### src/rtl/branch_redirect_unit_if.sv
// Bundle between the ID/EX boundary, the branch redirect unit and the PC mux.
// master drives stall and ID operands, slave returns redirect/flush (stat_* with BRANCH_REDIRECT_STATS_EN).
interface branch_redirect_unit_if #(
  parameter int XLEN    = 32,
  parameter int JADDR_W = 26
);
  logic               stall;
  logic               id_valid;
  logic               id_branch;
  logic [1:0]         id_jump;
  logic [3:0]         id_aluop;
  logic [XLEN-1:0]    id_rs_val;
  logic [XLEN-1:0]    id_rt_val;
  logic [XLEN-1:0]    id_pc_plus4;
  logic [XLEN-1:0]    id_imm;
  logic [JADDR_W-1:0] id_jaddr;
  logic               redirect;
  logic [XLEN-1:0]    redirect_pc;
  logic               flush_ifid;
  logic               flush_idex;
  logic               ex_taken;
`ifdef BRANCH_REDIRECT_STATS_EN
  logic [31:0]        stat_branches;
  logic [31:0]        stat_taken;
  logic [31:0]        stat_squashed;

  modport master (
    output stall, id_valid, id_branch, id_jump,
    output id_aluop, id_rs_val, id_rt_val,
    output id_pc_plus4, id_imm, id_jaddr,
    input  redirect, redirect_pc,
    input  flush_ifid, flush_idex, ex_taken,
    input  stat_branches, stat_taken, stat_squashed
  );

  modport slave (
    input  stall, id_valid, id_branch, id_jump,
    input  id_aluop, id_rs_val, id_rt_val,
    input  id_pc_plus4, id_imm, id_jaddr,
    output redirect, redirect_pc,
    output flush_ifid, flush_idex, ex_taken,
    output stat_branches, stat_taken, stat_squashed
  );
`else
  modport master (
    output stall, id_valid, id_branch, id_jump,
    output id_aluop, id_rs_val, id_rt_val,
    output id_pc_plus4, id_imm, id_jaddr,
    input  redirect, redirect_pc,
    input  flush_ifid, flush_idex, ex_taken
  );

  modport slave (
    input  stall, id_valid, id_branch, id_jump,
    input  id_aluop, id_rs_val, id_rt_val,
    input  id_pc_plus4, id_imm, id_jaddr,
    output redirect, redirect_pc,
    output flush_ifid, flush_idex, ex_taken
  );
`endif
endinterface

### src/rtl/branch_redirect_unit.sv
// EX-stage branch/jump resolution: registers ID control, issues a PC redirect, squashes 2 wrong-path slots.
// Ports: clk, rst_n, bus (slave: stall, id_* in; redirect, redirect_pc, flush_*, ex_taken out). Option: BRANCH_REDIRECT_STATS_EN.
module branch_redirect_unit #(
  parameter int XLEN    = 32,
  parameter int JADDR_W = 26
) (
  input logic                   clk,
  input logic                   rst_n,
  branch_redirect_unit_if.slave bus
);

  typedef enum logic {
    RUN,
    SQUASH
  } state_t;

  typedef struct packed {
    logic               branch;
    logic [1:0]         jump;
    logic [3:0]         aluop;
    logic [XLEN-1:0]    rs;
    logic [XLEN-1:0]    rt;
    logic [XLEN-1:0]    pc4;
    logic [XLEN-1:0]    imm;
    logic [JADDR_W-1:0] jaddr;
  } id_ex_t;

  id_ex_t          id_d;
  id_ex_t          ex_q;
  logic            ex_valid;
  state_t          state;

  logic            redirect_q;
  logic [XLEN-1:0] redirect_pc_q;
  logic            flush_ifid_q;
  logic            flush_idex_q;

  logic            is_jal;
  logic            is_jr;
  logic            cond;
  logic            taken;
  logic            kill;
  logic [XLEN-1:0] br_target;
  logic [XLEN-1:0] jal_target;
  logic [XLEN-1:0] target;

  logic signed [XLEN-1:0] rs_s;
  logic signed [XLEN-1:0] rt_s;

  always_comb begin
    id_d = '{
      branch: bus.id_branch,
      jump:   bus.id_jump,
      aluop:  bus.id_aluop,
      rs:     bus.id_rs_val,
      rt:     bus.id_rt_val,
      pc4:    bus.id_pc_plus4,
      imm:    bus.id_imm,
      jaddr:  bus.id_jaddr
    };
  end

  assign rs_s = ex_q.rs;
  assign rt_s = ex_q.rt;

  always_comb begin
    cond = 1'b0;
    case (ex_q.aluop)
      4'b0101: cond = (rs_s == rt_s);
      4'b0110: cond = (rs_s != rt_s);
      4'b0111: cond = (rs_s >= rt_s);
      4'b1000: cond = (rs_s >  rt_s);
      4'b1001: cond = (rs_s <= rt_s);
      4'b1010: cond = (rs_s <  rt_s);
      default: cond = 1'b0;
    endcase
  end

  // jump code 11 decodes as "no jump"
  assign is_jal = (ex_q.jump == 2'b01);
  assign is_jr  = (ex_q.jump == 2'b10);

  assign br_target  = ex_q.pc4 + (ex_q.imm << 2);
  assign jal_target = {
    ex_q.pc4[XLEN-1:XLEN-4],
    ex_q.jaddr,
    2'b00
  };

  always_comb begin
    target = br_target;
    unique case (1'b1)
      is_jal:  target = jal_target;
      is_jr:   target = ex_q.rs;
      default: target = br_target;
    endcase
  end

  assign taken = ex_valid
               & (is_jal | is_jr | (ex_q.branch & cond));

  // anything entering EX behind a taken op is wrong-path
  assign kill = (state == SQUASH) | taken;

  always_ff @(posedge clk or negedge rst_n) begin
    if (!rst_n) begin
      ex_q          <= '0;
      ex_valid      <= 1'b0;
      state         <= RUN;
      redirect_q    <= 1'b0;
      redirect_pc_q <= '0;
      flush_ifid_q  <= 1'b0;
      flush_idex_q  <= 1'b0;
    end else if (bus.stall) begin
      redirect_q <= 1'b0;
    end else begin
      ex_q     <= id_d;
      ex_valid <= bus.id_valid & ~kill;
      if (state == RUN) begin
        if (taken) begin
          state         <= SQUASH;
          redirect_q    <= 1'b1;
          redirect_pc_q <= target;
          flush_ifid_q  <= 1'b1;
          flush_idex_q  <= 1'b1;
        end else begin
          redirect_q    <= 1'b0;
          flush_ifid_q  <= 1'b0;
          flush_idex_q  <= 1'b0;
        end
      end else begin
        state        <= RUN;
        redirect_q   <= 1'b0;
        flush_ifid_q <= 1'b0;
        flush_idex_q <= 1'b0;
      end
    end
  end

  assign bus.redirect    = redirect_q;
  assign bus.redirect_pc = redirect_pc_q;
  assign bus.flush_ifid  = flush_ifid_q;
  assign bus.flush_idex  = flush_idex_q;
  assign bus.ex_taken    = taken;

`ifdef BRANCH_REDIRECT_STATS_EN
  logic [31:0] n_br;
  logic [31:0] n_tk;
  logic [31:0] n_sq;

  always_ff @(posedge clk or negedge rst_n) begin
    if (!rst_n) begin
      n_br <= '0;
      n_tk <= '0;
      n_sq <= '0;
    end else if (!bus.stall) begin
      if (ex_valid && ex_q.branch)
        n_br <= n_br + 32'd1;
      if (state == RUN && taken)
        n_tk <= n_tk + 32'd1;
      if (bus.id_valid && kill)
        n_sq <= n_sq + 32'd1;
    end
  end

  assign bus.stat_branches = n_br;
  assign bus.stat_taken    = n_tk;
  assign bus.stat_squashed = n_sq;
`endif

endmodule

### src/flat_wrapper.sv
// flat-port wrapper written by rule: the top's interface ports become plain ports
module branch_redirect_unit_flat 
#(
  parameter int XLEN    = 32,
  parameter int JADDR_W = 26
)
  (clk, rst_n, bus_stall, bus_id_valid, bus_id_branch, bus_id_jump, bus_id_aluop, bus_id_rs_val, bus_id_rt_val, bus_id_pc_plus4, bus_id_imm, bus_id_jaddr, bus_redirect, bus_redirect_pc, bus_flush_ifid, bus_flush_idex, bus_ex_taken);
  branch_redirect_unit_if #(.XLEN(XLEN), .JADDR_W(JADDR_W)) bus_i ();
  input logic clk;
  input logic rst_n;
  input wire logic [$bits(bus_i.stall)-1:0] bus_stall;
  input wire logic [$bits(bus_i.id_valid)-1:0] bus_id_valid;
  input wire logic [$bits(bus_i.id_branch)-1:0] bus_id_branch;
  input wire logic [$bits(bus_i.id_jump)-1:0] bus_id_jump;
  input wire logic [$bits(bus_i.id_aluop)-1:0] bus_id_aluop;
  input wire logic [$bits(bus_i.id_rs_val)-1:0] bus_id_rs_val;
  input wire logic [$bits(bus_i.id_rt_val)-1:0] bus_id_rt_val;
  input wire logic [$bits(bus_i.id_pc_plus4)-1:0] bus_id_pc_plus4;
  input wire logic [$bits(bus_i.id_imm)-1:0] bus_id_imm;
  input wire logic [$bits(bus_i.id_jaddr)-1:0] bus_id_jaddr;
  output wire logic [$bits(bus_i.redirect)-1:0] bus_redirect;
  output wire logic [$bits(bus_i.redirect_pc)-1:0] bus_redirect_pc;
  output wire logic [$bits(bus_i.flush_ifid)-1:0] bus_flush_ifid;
  output wire logic [$bits(bus_i.flush_idex)-1:0] bus_flush_idex;
  output wire logic [$bits(bus_i.ex_taken)-1:0] bus_ex_taken;
  assign bus_i.stall = bus_stall;
  assign bus_i.id_valid = bus_id_valid;
  assign bus_i.id_branch = bus_id_branch;
  assign bus_i.id_jump = bus_id_jump;
  assign bus_i.id_aluop = bus_id_aluop;
  assign bus_i.id_rs_val = bus_id_rs_val;
  assign bus_i.id_rt_val = bus_id_rt_val;
  assign bus_i.id_pc_plus4 = bus_id_pc_plus4;
  assign bus_i.id_imm = bus_id_imm;
  assign bus_i.id_jaddr = bus_id_jaddr;
  assign bus_redirect = bus_i.redirect;
  assign bus_redirect_pc = bus_i.redirect_pc;
  assign bus_flush_ifid = bus_i.flush_ifid;
  assign bus_flush_idex = bus_i.flush_idex;
  assign bus_ex_taken = bus_i.ex_taken;
  branch_redirect_unit #(.XLEN(XLEN), .JADDR_W(JADDR_W)) u_core (.clk(clk), .rst_n(rst_n), .bus(bus_i));
endmodule
### config.mk
export PLATFORM = sky130hd
export DESIGN_NAME = branch_redirect_unit_flat
export DESIGN_NICKNAME = d
export VERILOG_FILES = /design/src/rtl/branch_redirect_unit_if.sv /design/src/rtl/branch_redirect_unit.sv /design/src/flat_wrapper.sv
export SDC_FILE = /design/constraint.sdc
export NUM_CORES = 1
export LEC_CHECK = 0
export CORE_ASPECT_RATIO = 0.6
export CORE_MARGIN = 2
export CORE_UTILIZATION = 47
export DETAILED_ROUTE_END_ITERATION = 6
export GPL_TIMING_DRIVEN = 0
export PLACE_DENSITY = 0.88
export SETUP_SLACK_MARGIN = 0.5
export SLEW_MARGIN = 20
export SYNTH_ARGS = -nofsm -noshare
export SYNTH_HDL_FRONTEND = slang
export SYNTH_SLANG_ARGS = --single-unit
### constraint.sdc
create_clock -name clk -period 2.9 [get_ports clk]
set_input_delay 0.29 -clock clk [delete_from_list [all_inputs] [get_ports clk]]
set_output_delay 0.29 -clock clk [all_outputs]
set_load 0.01 [all_outputs]
[Yosys cells after proc, flatten, opt, wreduce, memory -nomap -nowiden]
Cells that the tools add are included.
Storage, ports and cells
  word-level logic and storage cells: 42
  register bits after elaboration: 194
  input bits: 165
Operators by class
  $add $sub $neg: 1
  bitwise gates (word level): 9
  eq/ne operators: 10
  order comparisons: 4
  reduce and logical (&&, ||, !) cells: 1
  multiplexer cells: 5
Operators with widths (number)
  $pmux 32 s2: 1
  $add 32x32->32: 1
  $eq 32x32->1: 1
  $ge 32x32->1: 1
  $gt 32x32->1: 1
  $le 32x32->1: 1
  $lt 32x32->1: 1
  $ne 32x32->1: 1
  $eq 4x3->1 const B: 3
  $eq 4x4->1 const B: 3
  $pmux 1 s6: 1
  $and 1x1->1: 3
  $mux 1: 3
  $not 1->1: 3
  $or 1x1->1: 3
  $reduce_and 3->1: 1
  $eq 2x1->1 const B: 1
  $eq 2x2->1 const B: 1

[Depth between registers and ports, before layout]
  depth after elaboration: 8
  depth in mapped cells: 12
  depth with buffers taken out: 12

[Worst setup path after synthesis]
Ideal clock, no wire load.
  kind: register to register
  start: register u_core.ex_q[26] (netlist name)
  end: register u_core.redirect_pc_q[30] (netlist: u_core.bus.redirect_pc[30])
  data required time: 2780 ps
  data arrival time: 2688 ps
  stages on the path, launching flop included: 13
  library setup time: 120 ps
  slack: 92 ps
  path buffers: 0
  cells stage by stage: dfrtp_1 -> ha_1 -> inv_1 -> fa_1 -> nand2b_1 -> a21oi_1 -> a211oi_1 -> o21ai_2 -> a2111oi_1 -> or4b_1 -> a21oi_1 -> o21ai_1 -> a31o_1
Between the ends
  word-level cells in the longest chain between the ends: 2
RTL lines
  start, declared: RTL line branch_redirect_unit.sv:29  | id_ex_t ex_q;
  start signal, assigned: RTL line branch_redirect_unit.sv:117  | ex_q <= id_d;
  $add 32x32->32: RTL line branch_redirect_unit.sv:83  | assign br_target = ex_q.pc4 + (ex_q.imm << 2);
  $pmux 32 s2: RTL line branch_redirect_unit.sv:92  | unique case (1'b1)
  end signal, assigned: RTL line branch_redirect_unit.sv:123  | redirect_pc_q <= target;
  end, declared: RTL line branch_redirect_unit.sv:34  | logic [XLEN-1:0] redirect_pc_q;
Every way passes these cells.
A chain may end at the register's enable or synchronous reset.

[Worst setup path in the final report]
  start: register u_core.ex_q (netlist bit u_core.rs_s[27])
  end: output bus_ex_taken
Between the ends
  word-level cells in the longest chain between the ends: 5
  elaborated cells on any way between the ends: 10
  those cells by class: order compare: 4; eq/ne: 2; mux: 1; bitwise: 3
RTL lines
  $lt 32x32->1, or another cell as far along: RTL line branch_redirect_unit.sv:74  | 4'b1010: cond = (rs_s < rt_s);
  $pmux 1 s6 (*): RTL line branch_redirect_unit.sv:68  | case (ex_q.aluop)
  $and 1x1->1 (*): RTL line branch_redirect_unit.sv:100  | & (is_jal | is_jr | (ex_q.branch & cond));
  $or 1x1->1 (*): RTL line branch_redirect_unit.sv:100
  $and 1x1->1 (*): RTL line branch_redirect_unit.sv:100
  end, declared: RTL line flat_wrapper.sv:25  | output wire logic [$bits(bus_i.ex_taken)-1:0] bus_ex_taken;
Every way passes the cells marked *; elsewhere a longest branch is shown, timed or not.

==> metrics.md <==
| Metric | Value |
|---|---|
| Outcome | finished, violations left |
| Failing checks | setup timing |
| Root buf cell | clkbuf_16 |
| Synthesized cell area | 9980 um^2 |
| Mean post-synth cell area | 11.8 um^2 |
| Port Buffers | 197 |
| TritonCTS clock tree | yes |
| Worst-Margin Slew | 814 ps |
| Syn-to-layout area delta | 39.5% |
| Unrepaired setup endpoints after global routing | yes |
| Commonest cells post-synth | dfrtp_1, mux2_2, a21oi_1 |
| Core footprint | 20900 um^2 |
| Vias in the first global route | 8211 |
| Row count | 41 |
| Max_slew headroom | 0.457 |
| Sequential element share of the synthesized area | 0.486 |
| Final WS setup | -615 ps |
| Placed cells | 1322 |
| # H-tree levels | 4 |
| CTS sink count | 194 |
| Async set-or-reset flop fraction in the synthesized netlist | 1.00 |
| Synth top area share | 0.486 |
| Buffers and inverters on the worst path | 2 |
| Ys flop type | dfrtp_1 |
| Max Clock Skew | 15.9 ps |
| Worst path arrival time | 3220 ps |
| Fin Hold WS | 429 ps |
| Power per cell area | 683 nW/um^2 |
| Clk_lat worst skew | 440 ps |
| Vias per cell | 5.88 |
| Num CTS Buffers | 17 |
| Largest cells by area after synthesis | dfrtp_1, mux2_2, ha_1 |
| Setup crit start kind | register |
| Dpl hpwl | 22.3 mm |
| Slowest cell on crit path | dfrtp_1 |
| Post-synth EDFFs | 0 |
| Pleak | 5.94 nW |
| Total number of vias | 8192 |
| Final wirelength | 31.5 mm |
| Synth Warn # | 0 |
| Ratio of cells with drive above 1 in the final layout | 0.275 |
| GRT overflow | 0 |
| Crit-path max FO | 3 |
| Final setup violation count | 36 |
| Worst path top cell family by delay | simple AND/OR/NAND/NOR gates |
| Fin nets | 1332 |
| Slew Limit Fails | 0 |
| Initial DRT Pass Iterations | 7 |
| Crit path time final | 3510 ps |
| Routed len/inst | 22.6 um |
| Fin crit share | 1.21 |
| Crit-path cells | ha_4, nand4_1, buf_4, nor4_4, and2_4, and4b_1, a2111oi_4, mux2i_4, o21a_1, buf_2 |
| VDD IR max | 0.000469 V |
| Chip width | 192 um |
| Crit path kind | register to output pin |
| Die ar. | 22500 um^2 |
| Synthesized Nets | 1074 |
| Crit end category | output pin |
| Dominant cell type by area after synthesis | dfrtp_1 |
| Highest clock rate | 285 MHz |
| Antenna diodes | 0 |
| Ports | 201 |
| First-pass GRT wire length | 46.3 mm |
| Yosys cell types | 65 |
| Number of DRC markers in iteration 0 | 778 |
| # fillers | 1555 |
| Routed Antenna Nets | 0 |
| Initial antenna violation count | 0 |
| Yosys reg bits | 194 |
| Die Ht | 117 um |
| CP max stage delay | 420 ps |
| CP required | 2610 ps |
| Initial core utilization | 0.477 |
| Max-cap violation count | 0 |
| Pin count of the biggest net entering global routing | 101 |
| Clock Path Buffers | 2 |
| Pre-CTS setup slack | -1070 ps |
| Placer Congestion | 0.873 |
| Total global-route track usage | 0.280 |
| Final hold vios | 0 |
| DRC viols | 0 |
| Post-Syn Instances | 845 |
| Fin util | 0.665 |
| Count leader, synth | dfrtp_1 |
| Post-Layout Cell Count | 1393 |
| Clock Pin Slew Worst Setup and Hold Paths | 70 ps |
| Min-delay worst type | primary input to async pin |
[placed cells by master (no fill, tap or decap), types with 9 or more instances in the layout]
| cell | Yosys | final |
|---|---|---|
| inv_1 | 50 | 49 |
| buf_4 | 3 | 27 |
| xor2_1 | 13 | 13 |
| a21oi_2 | 0 | 16 |
| a22oi_1 | 10 | 10 |
| a221oi_1 | 10 | 9 |
| nand4_1 | 10 | 10 |
| xnor2_1 | 10 | 10 |
| nand2_1 | 23 | 23 |
| mux2_4 | 0 | 9 |
| ha_1 | 63 | 55 |
| clkbuf_16 | 0 | 17 |
| clkdlybuf4s50_1 | 0 | 195 |
| nor2_1 | 40 | 30 |
| mux2_2 | 159 | 159 |
| a21oi_1 | 70 | 52 |
| o21ai_0 | 20 | 19 |
| clkbuf_1 | 27 | 28 |
| a222oi_1 | 10 | 10 |
| dfrtp_1 | 194 | 193 |
[per-layer routing]
metal  wire (um)  share of wire  vias to the layer above  global-route usage
li1            -              -                     3612                   -
met1       14000           0.44                     4108               0.394
met2       13900           0.44                      418               0.427
met3        2910          0.092                       54              0.0799
met4         739          0.023                        0              0.0794
met5           0              0                        -                   0
[power by group]
part           total [W]  switching, W  leakage (nW)  internal, W
Clock            0.00267       0.00106         0.318      0.00162
Sequential       0.00351      0.000355          2.28      0.00316
Combinational    0.00333       0.00160          3.34      0.00173
Total            0.00951       0.00301          5.94      0.00650
[worst paths after layout]
check | slack, ps | start | cells past startpoint | to
setup reg to reg | -530 | u_core.rs_s[27] | 13 | u_core.bus.redirect_pc[19]
hold / removal | 430 | rst_n | 2 | u_core.rt_s[20]
hold reg to reg | 510 | u_core.rt_s[31] | 1 | u_core.rt_s[31]
min in group clk | 440 | bus_id_valid | 3 | u_core.ex_valid
max in group asynchronous | 1510 | rst_n | 3 | u_core.ex_q[31]
setup / recovery | -610 | u_core.rs_s[27] | 10 | bus_ex_taken
[what timing repair did]
item                       4_1_cts  5_1_grt
gates cloned                     4        0
pin swaps                       15       14
setup endpoints to repair       36       36
hold buffers                     1        0
hold endpoints to repair        94        0
resized for setup               53       48
setup buffers                   26       10
[cell families (layout without fill, tap and decap cells)]
group                      Yosys count  after routing  share of synthesized area
AOI/OAI and AO/OA                  178            178                      0.119
xor gates and xnor gates            23             23                     0.0202
buffers and inverters               86            355                     0.0346
muxes                              172            172                      0.194
DFF                                194            194                      0.486
and+or+nand+nor                    128            128                     0.0647
adders and majority gates           64             64                     0.0810
[area by class of cell]
cell class | count | area [um^2] | area share
Inverter | 50 | 188 | 0.0135
Clock buffer | 22 | 484 | 0.0348
Tap cell | 279 | 349 | 0.0251
Timing Repair Buffer | 239 | 2440 | 0.176
Sequential cell | 194 | 4860 | 0.349
Buffer | 36 | 211 | 0.0152
Clock inverter | 8 | 175 | 0.0126
Multi-Input combinational cell | 565 | 5220 | 0.375
[state kept, by name, indices dropped and copies added (netlist names)]
name,count
u_core.ex_q,95
u_core.bus.redirect_pc,32
u_core.rs_s,32
u_core.rt_s,32
u_core.bus.redirect,1
u_core.ex_valid,1
u_core.state,1
[through the flow]
stage | cell area (um^2) | setup TNS, ps | power (W)
floorplan | 10100 | 0 | 0.00494
global placement | 12400 | -1268770 | 0.00616
detailed placement | 12400 | -17140 | 0.00626
CTS | 13600 | -12690 | 0.00920
global route | 13900 | -18550 | 0.00993
finish | 13900 | -16100 | 0.00951
[worst register-to-register path: stages (launching register included)]
cell	delay [ps]
dfrtp_1	420
ha_4	300
nand4_1	260
buf_4	240
nor4_4	210
and2_4	210
and4b_1	220
a2111oi_4	420
o211a_1	260
a311oi_4	40
buf_6	170
buf_12	130
buf_16	140
mux2_4	300
No activity file was read; power rests on OpenSTA's default activity.
